<file path="src/rtl/serial_sub_seq.sv">
// Bit-serial add/subtract sequencer wrapped around an external 1-bit subtract cell.
// Feeds the cell one operand bit per cycle LSB first and assembles a parallel result with flags.
module serial_sub_seq #(
  parameter int unsigned WIDTH = 8
) (
  input  logic             clk,
  input  logic             rst_n,
  input  logic             start,
  input  logic             op_add,
  input  logic [WIDTH-1:0] a,
  input  logic [WIDTH-1:0] b,
  output logic             ser_a,
  output logic             ser_b,
  output logic             ser_cin,
  input  logic             ser_res,
  input  logic             ser_cout,
  output logic             busy,
  output logic             done,
  output logic [WIDTH-1:0] result,
  output logic             c_out,
  output logic             overflow,
  output logic             zero
);

  localparam int unsigned CntW = (WIDTH > 1) ? $clog2(WIDTH) : 1;
  localparam logic [CntW-1:0] LastCnt = CntW'(WIDTH - 1);

  typedef enum logic [1:0] {StIdle, StRun, StDone} state_e;

  state_e           state;
  logic [WIDTH-1:0] a_sh;
  logic [WIDTH-1:0] b_sh;
  logic [WIDTH-1:0] res_sh;
  logic [CntW-1:0]  cnt;
  logic             op_r;
  logic             carry;
  logic             cin_msb;
  logic [WIDTH-1:0] res_next;

  assign res_next = {ser_res, res_sh[WIDTH-1:1]};

  // Add pre-inverts b so the cell's own inversion restores it.
  always_comb begin
    ser_a   = 1'b0;
    ser_b   = 1'b0;
    ser_cin = 1'b0;
    if (state == StRun) begin
      ser_a   = a_sh[0];
      ser_b   = b_sh[0] ^ op_r;
      ser_cin = carry;
    end
  end

  always_ff @(posedge clk) begin
    if (!rst_n) begin
      state    <= StIdle;
      a_sh     <= '0;
      b_sh     <= '0;
      res_sh   <= '0;
      cnt      <= '0;
      op_r     <= 1'b0;
      carry    <= 1'b0;
      cin_msb  <= 1'b0;
      busy     <= 1'b0;
      done     <= 1'b0;
      result   <= '0;
      c_out    <= 1'b0;
      overflow <= 1'b0;
      zero     <= 1'b0;
    end else begin
      done <= 1'b0;
      unique case (state)
        StIdle: begin
          if (start) begin
            a_sh  <= a;
            b_sh  <= b;
            op_r  <= op_add;
            cnt   <= '0;
            carry <= ~op_add;
            busy  <= 1'b1;
            state <= StRun;
          end
        end
        StRun: begin
          res_sh <= res_next;
          a_sh   <= a_sh >> 1;
          b_sh   <= b_sh >> 1;
          carry  <= ser_cout;
          cnt    <= cnt + 1'b1;
          if (cnt == LastCnt) begin
            // carry register still holds the carry into the MSB here
            cin_msb  <= carry;
            result   <= res_next;
            c_out    <= ser_cout;
            overflow <= carry ^ ser_cout;
            zero     <= (res_next == '0);
            done     <= 1'b1;
            busy     <= 1'b0;
            state    <= StDone;
          end
        end
        StDone: begin
          state <= StIdle;
        end
        default: begin
          state <= StIdle;
        end
      endcase
    end
  end

endmodule

</file>
<file path="config.mk">
export PLATFORM = sky130hd
export DESIGN_NAME = serial_sub_seq
export DESIGN_NICKNAME = d
export VERILOG_FILES = /design/src/rtl/serial_sub_seq.sv
export SDC_FILE = /design/constraint.sdc
export NUM_CORES = 1
export LEC_CHECK = 0
export CORE_MARGIN = 1
export CORE_UTILIZATION = 55
export DETAILED_ROUTE_END_ITERATION = 8
export DONT_BUFFER_PORTS = 1
export PLACE_DENSITY = 0.76
export SLEW_MARGIN = 10
export SYNTH_ARGS = -nofsm -noshare
export SYNTH_HDL_FRONTEND = slang
export SYNTH_SLANG_ARGS = --single-unit
</file>
<file path="constraint.sdc">
create_clock -name clk -period 2.34 [get_ports clk]
set_clock_uncertainty 0.1 [all_clocks]
set_input_delay 0.468 -clock clk [delete_from_list [all_inputs] [get_ports clk]]
set_output_delay 0.468 -clock clk [all_outputs]
set_load 0.02 [all_outputs]
</file>
== Word-level counts from Yosys, hierarchy flattened ==
Index checks and enable logic that the tools add are counted.

* Bits of input ports: 22
* Bits in registers: 44

* Add/subtract/negate cells: 1
* Muxes and demuxes: 18
* Reductions and logical operators: 9
* Equal/unequal tests: 4
* Bitwise logic cells: 3

{| class="wikitable"
|+ Operator list
! operator !! count
|-
| $pmux 8 s2 || 2
|-
| $mux 8 || 2
|-
| $reduce_and 2->1 || 5
|-
| $logic_not 8->1 || 1
|-
| $mux 1 || 7
|-
| $pmux 3 s2 || 1
|-
| $mux 2 || 2
|-
| $pmux 1 s2 || 2
|-
| $pmux 2 s2 || 1
|-
| $add 3x1->3 const B || 1
|-
| $eq 3x3->1 const B || 1
|-
| $mux 3 || 1
|-
| $reduce_and 3->1 || 1
|-
| $eq 2x1->1 const B || 1
|-
| $logic_not 2->1 || 1
|-
| $ne 2x1->1 const B || 1
|-
| $ne 2x2->1 const B || 1
|-
| $reduce_bool 2->1 || 1
|-
| $xor 1x1->1 || 2
|-
| $not 1->1 || 1
|}

== Longest topological paths before layout ==
* Word-level depth: 3
* Gate-level depth with buffers: 7

== Least setup slack after synthesis ==
OpenSTA, ideal clock, no wires.

* Path kind: register -> output
* From: reg state[0]
* To: out ser_a
* Stages on the path, launching flop included: 6
* Setup slack: 0.669 ns
* Data arrival time: 1.103 ns
* Required time: 1.772 ns
* Path through: dfxtp_1 buf_4 nor2b_1 buf_4 buf_4 and2_1

* Word-level cells in the longest chain between the ends: 2

{| class="wikitable"
|+ RTL lines
! what !! RTL line !! text
|-
| start, declared || 30 || <nowiki>state_e state;</nowiki>
|-
| start signal, assigned || 56 || <nowiki>state <= StIdle;</nowiki>
|-
| start signal, assigned || 81 || <nowiki>state <= StRun;</nowiki>
|-
| start signal, assigned || 99 || <nowiki>state <= StDone;</nowiki>
|-
| $eq 2x1->1 || 47 || <nowiki>if (state == StRun) begin</nowiki>
|-
| $mux 1 || 47 ||
|-
| end, declared || 12 || <nowiki>output logic ser_a,</nowiki>
|}

No other way between the ends.

== Final worst setup path ==
* From: reg state[0]
* To: out ser_cin

* Word-level cells in the longest chain between the ends: 2

{| class="wikitable"
|+ RTL lines
! what !! RTL line !! text
|-
| $eq 2x1->1 || 47 ||
|-
| $mux 1 || 47 ||
|-
| end, declared || 14 || <nowiki>output logic ser_cin,</nowiki>
|}

No other way between the ends.

==> results.ini <==
[outcome]
outcome=finished, final reports clean

[grt]
grt_pass1_vias=1199
grt_usage=0.2049
grt-ovfl-total=0
grt_max_degree=45
antenna_found_initial=0
grt_pass1_wl_um=5313

[worst_setup_path]
reg2reg_slack_ns=0.72
worst_setup_path_start_kind=register
rr_startpoint=cnt[0]
crit_type=register to output pin
critical_path.cell_chain=nor2b_1 > buf_4 > and2_1
r2r_end=overflow
worstPathArrival_ns=1.64
crit_required_ns=1.77
end_kind=output pin
slowest_stage=dfxtp_1
cpPeakStageDelay_ns=0.55
ff2ff_path_depth=5
cp_max_fo=21

[detailed_routing]
drtIter0Drc=60
ant_nets=0
drc_errors=0
dr_total_vias=1361
routed_wl_um=3309
avgViaCountPerCell=5.488
firstDrtPassIters=4
routedWlPerCell_um=13.34

[finish]
area_growth_pct=2.092
mostFrequentLayoutCell=nand2_1
final_cell_mix=nand2_1 (50), dfxtp_1 (43), a21oi_1 (29)
diodes=0
drive_above_1_share=0.06373
n_fill_cell=297
nets=227

[synthesis]
seq_area_frac_synth=0.4798
yosysWarnings=0
yosysTopAreaCell=dfxtp_1
synth.distinct_cells=32
synth.net_count=231
ys_seq_elements=43
syn_area_um2=1794
synth_top_area_frac=0.4798
avgSynthCellArea_um2=8.668
synthCells=207
netlist_top_cells_area=dfxtp_1 (48%), nand2_1 (10%), a21oi_1 (8.1%), a21boi_1 (6.7%), o21ai_0 (3.9%)

[job]
maxCapViolCount=0

[floorplan]
die_area_um2=3495
core_area_um2=3078
pin_count=38
die_width_um=59.12
die_h_um=59.12
start_util=0.5829
num_rows=20

[sta]
min_period_over_period=0.9441
worstMarginPinSlew_ns=0.4530
slew_headroom=0.6980
hold_viol=0
rsz0062_at_grt=false
timing.hold.ws_ns=0.1320
fmax_mhz=452.6
min_period_ns=2.209
setup_viol=0
slew_violations=0
finalSetupTns_ns=0

[clock_network]
clk_pin_slew_ns=0.12
cts.sinks=43
clockRootBuffer=clkbuf_4
ctsResizeCount=0
holdBufCountCts=0
clockBufferDepth=2
cts_buffers=5
clock_latency_ns=0.35
cts.htree.levels=2
post-cts-setup-buffers=0
cts_tree=yes

[power_and_ir_drop]
power.density_cell_area_nw_per_um2=681.5
ir_drop_uv=528.6
p_leak_nw=0.6877

[placed_design]
post-dp-hpwl_um=2276
portBuffers=0
place_congestion=0.7119

[min_path]
holdPathStages=2
worstHoldPathType=primary input to register
min_from=ser_cout
min_to=carry

## area by class of cell
cell class	instances	area, um2	share of cell area
clock buffer	6	41.29	0.02254
clock inverter	2	12.51	0.006831
inverter	1	3.754	0.002049
multi-input combinational	149	835.8	0.4563
sequential	43	860.8	0.4699
tap	44	55.05	0.03005
timing repair buffer	3	22.52	0.01230
## cells in the mapped netlist (all sizes together)
| cell | count |
|---|---|
| dfxtp | 43 |
| mux2i | 2 |
| nor4 | 2 |
| nand3b | 1 |
| nor2b | 7 |
| o21a | 1 |
| o21ba | 1 |
| and3b | 1 |
| o211a | 2 |
| a21boi | 17 |
| nand2b | 1 |
| buf | 10 |
| inv | 1 |
| nand2 | 50 |
| and2 | 4 |
| xnor2 | 2 |
| nor3b | 2 |
| nand3 | 1 |
| a22oi | 4 |
| a21oi | 29 |
| o21ai | 16 |
| nand4 | 1 |
| o21bai | 2 |
| clkbuf | 4 |
| ha | 2 |
| nor2 | 1 |
## worst max-delay path, delay by kind of cell (launching register included)
kind | cells | cell delay, ns
flip-flops | 1 | 0.55
AND/OR/NAND/NOR | 2 | 0.49
buffers and inverters | 1 | 0.25
## where the power goes
part	total, mW	switching (mW)	internal (mW)
Sequential	0.787	0.0226	0.764
Clock	0.350	0.234	0.116
Combinational	0.111	0.0623	0.0491
## cell families after synthesis
family | Yosys count | synth area share
buffers and inverters | 15 | 0.05439
and+or+nand+nor | 71 | 0.1820
adders and majority gates | 2 | 0.01394
xor gates and xnor gates | 2 | 0.009765
AOI/OAI and AO/OA | 72 | 0.2490
DFF | 43 | 0.4798
muxes | 2 | 0.01116
## registers in the layout (all words and copies together), names as in the netlist, 2 cells and up
name	cells
a_sh	8
res_sh	7
b_sh	8
state	2
cnt	3
result	8
## per-stage QoR
stage               power [mW]  setup WS, ns  utilization  std cells  area, um2
floorplan               0.9038        0.6686            -        207       1794
global placement        0.9078        0.5471       0.5776        240       1778
detailed placement      0.9153        0.5103       0.5776        240       1778
CTS                      1.262        0.1096       0.5951        248       1832
global route             1.310       0.01067       0.5951        248       1832
finish                   1.248        0.1307       0.5951        248       1832
## per-layer routing
metal  vias to the layer above  part of all wire  global-route usage
met1                       624              0.41              0.2298
met5                         -                 0                   0
met3                         7             0.067             0.07860
met2                        30              0.50              0.3474
met4                         0             0.017             0.08503
li1                        700                 -                   -
## worst max path at each step
stage | start | end | slack, ns | cells after the start
after floorplan | state[0] | ser_a | 0.67 | 5
after global placement | state[0] | ser_cin | 0.55 | 3
after detailed placement | state[0] | ser_cin | 0.51 | 3
after CTS | state[0] | ser_cin | 0.11 | 3
after global routing | state[0] | ser_a | 0.01 | 3
final | state[0] | ser_cin | 0.13 | 3
No activity file was read; power rests on OpenSTA's default activity.
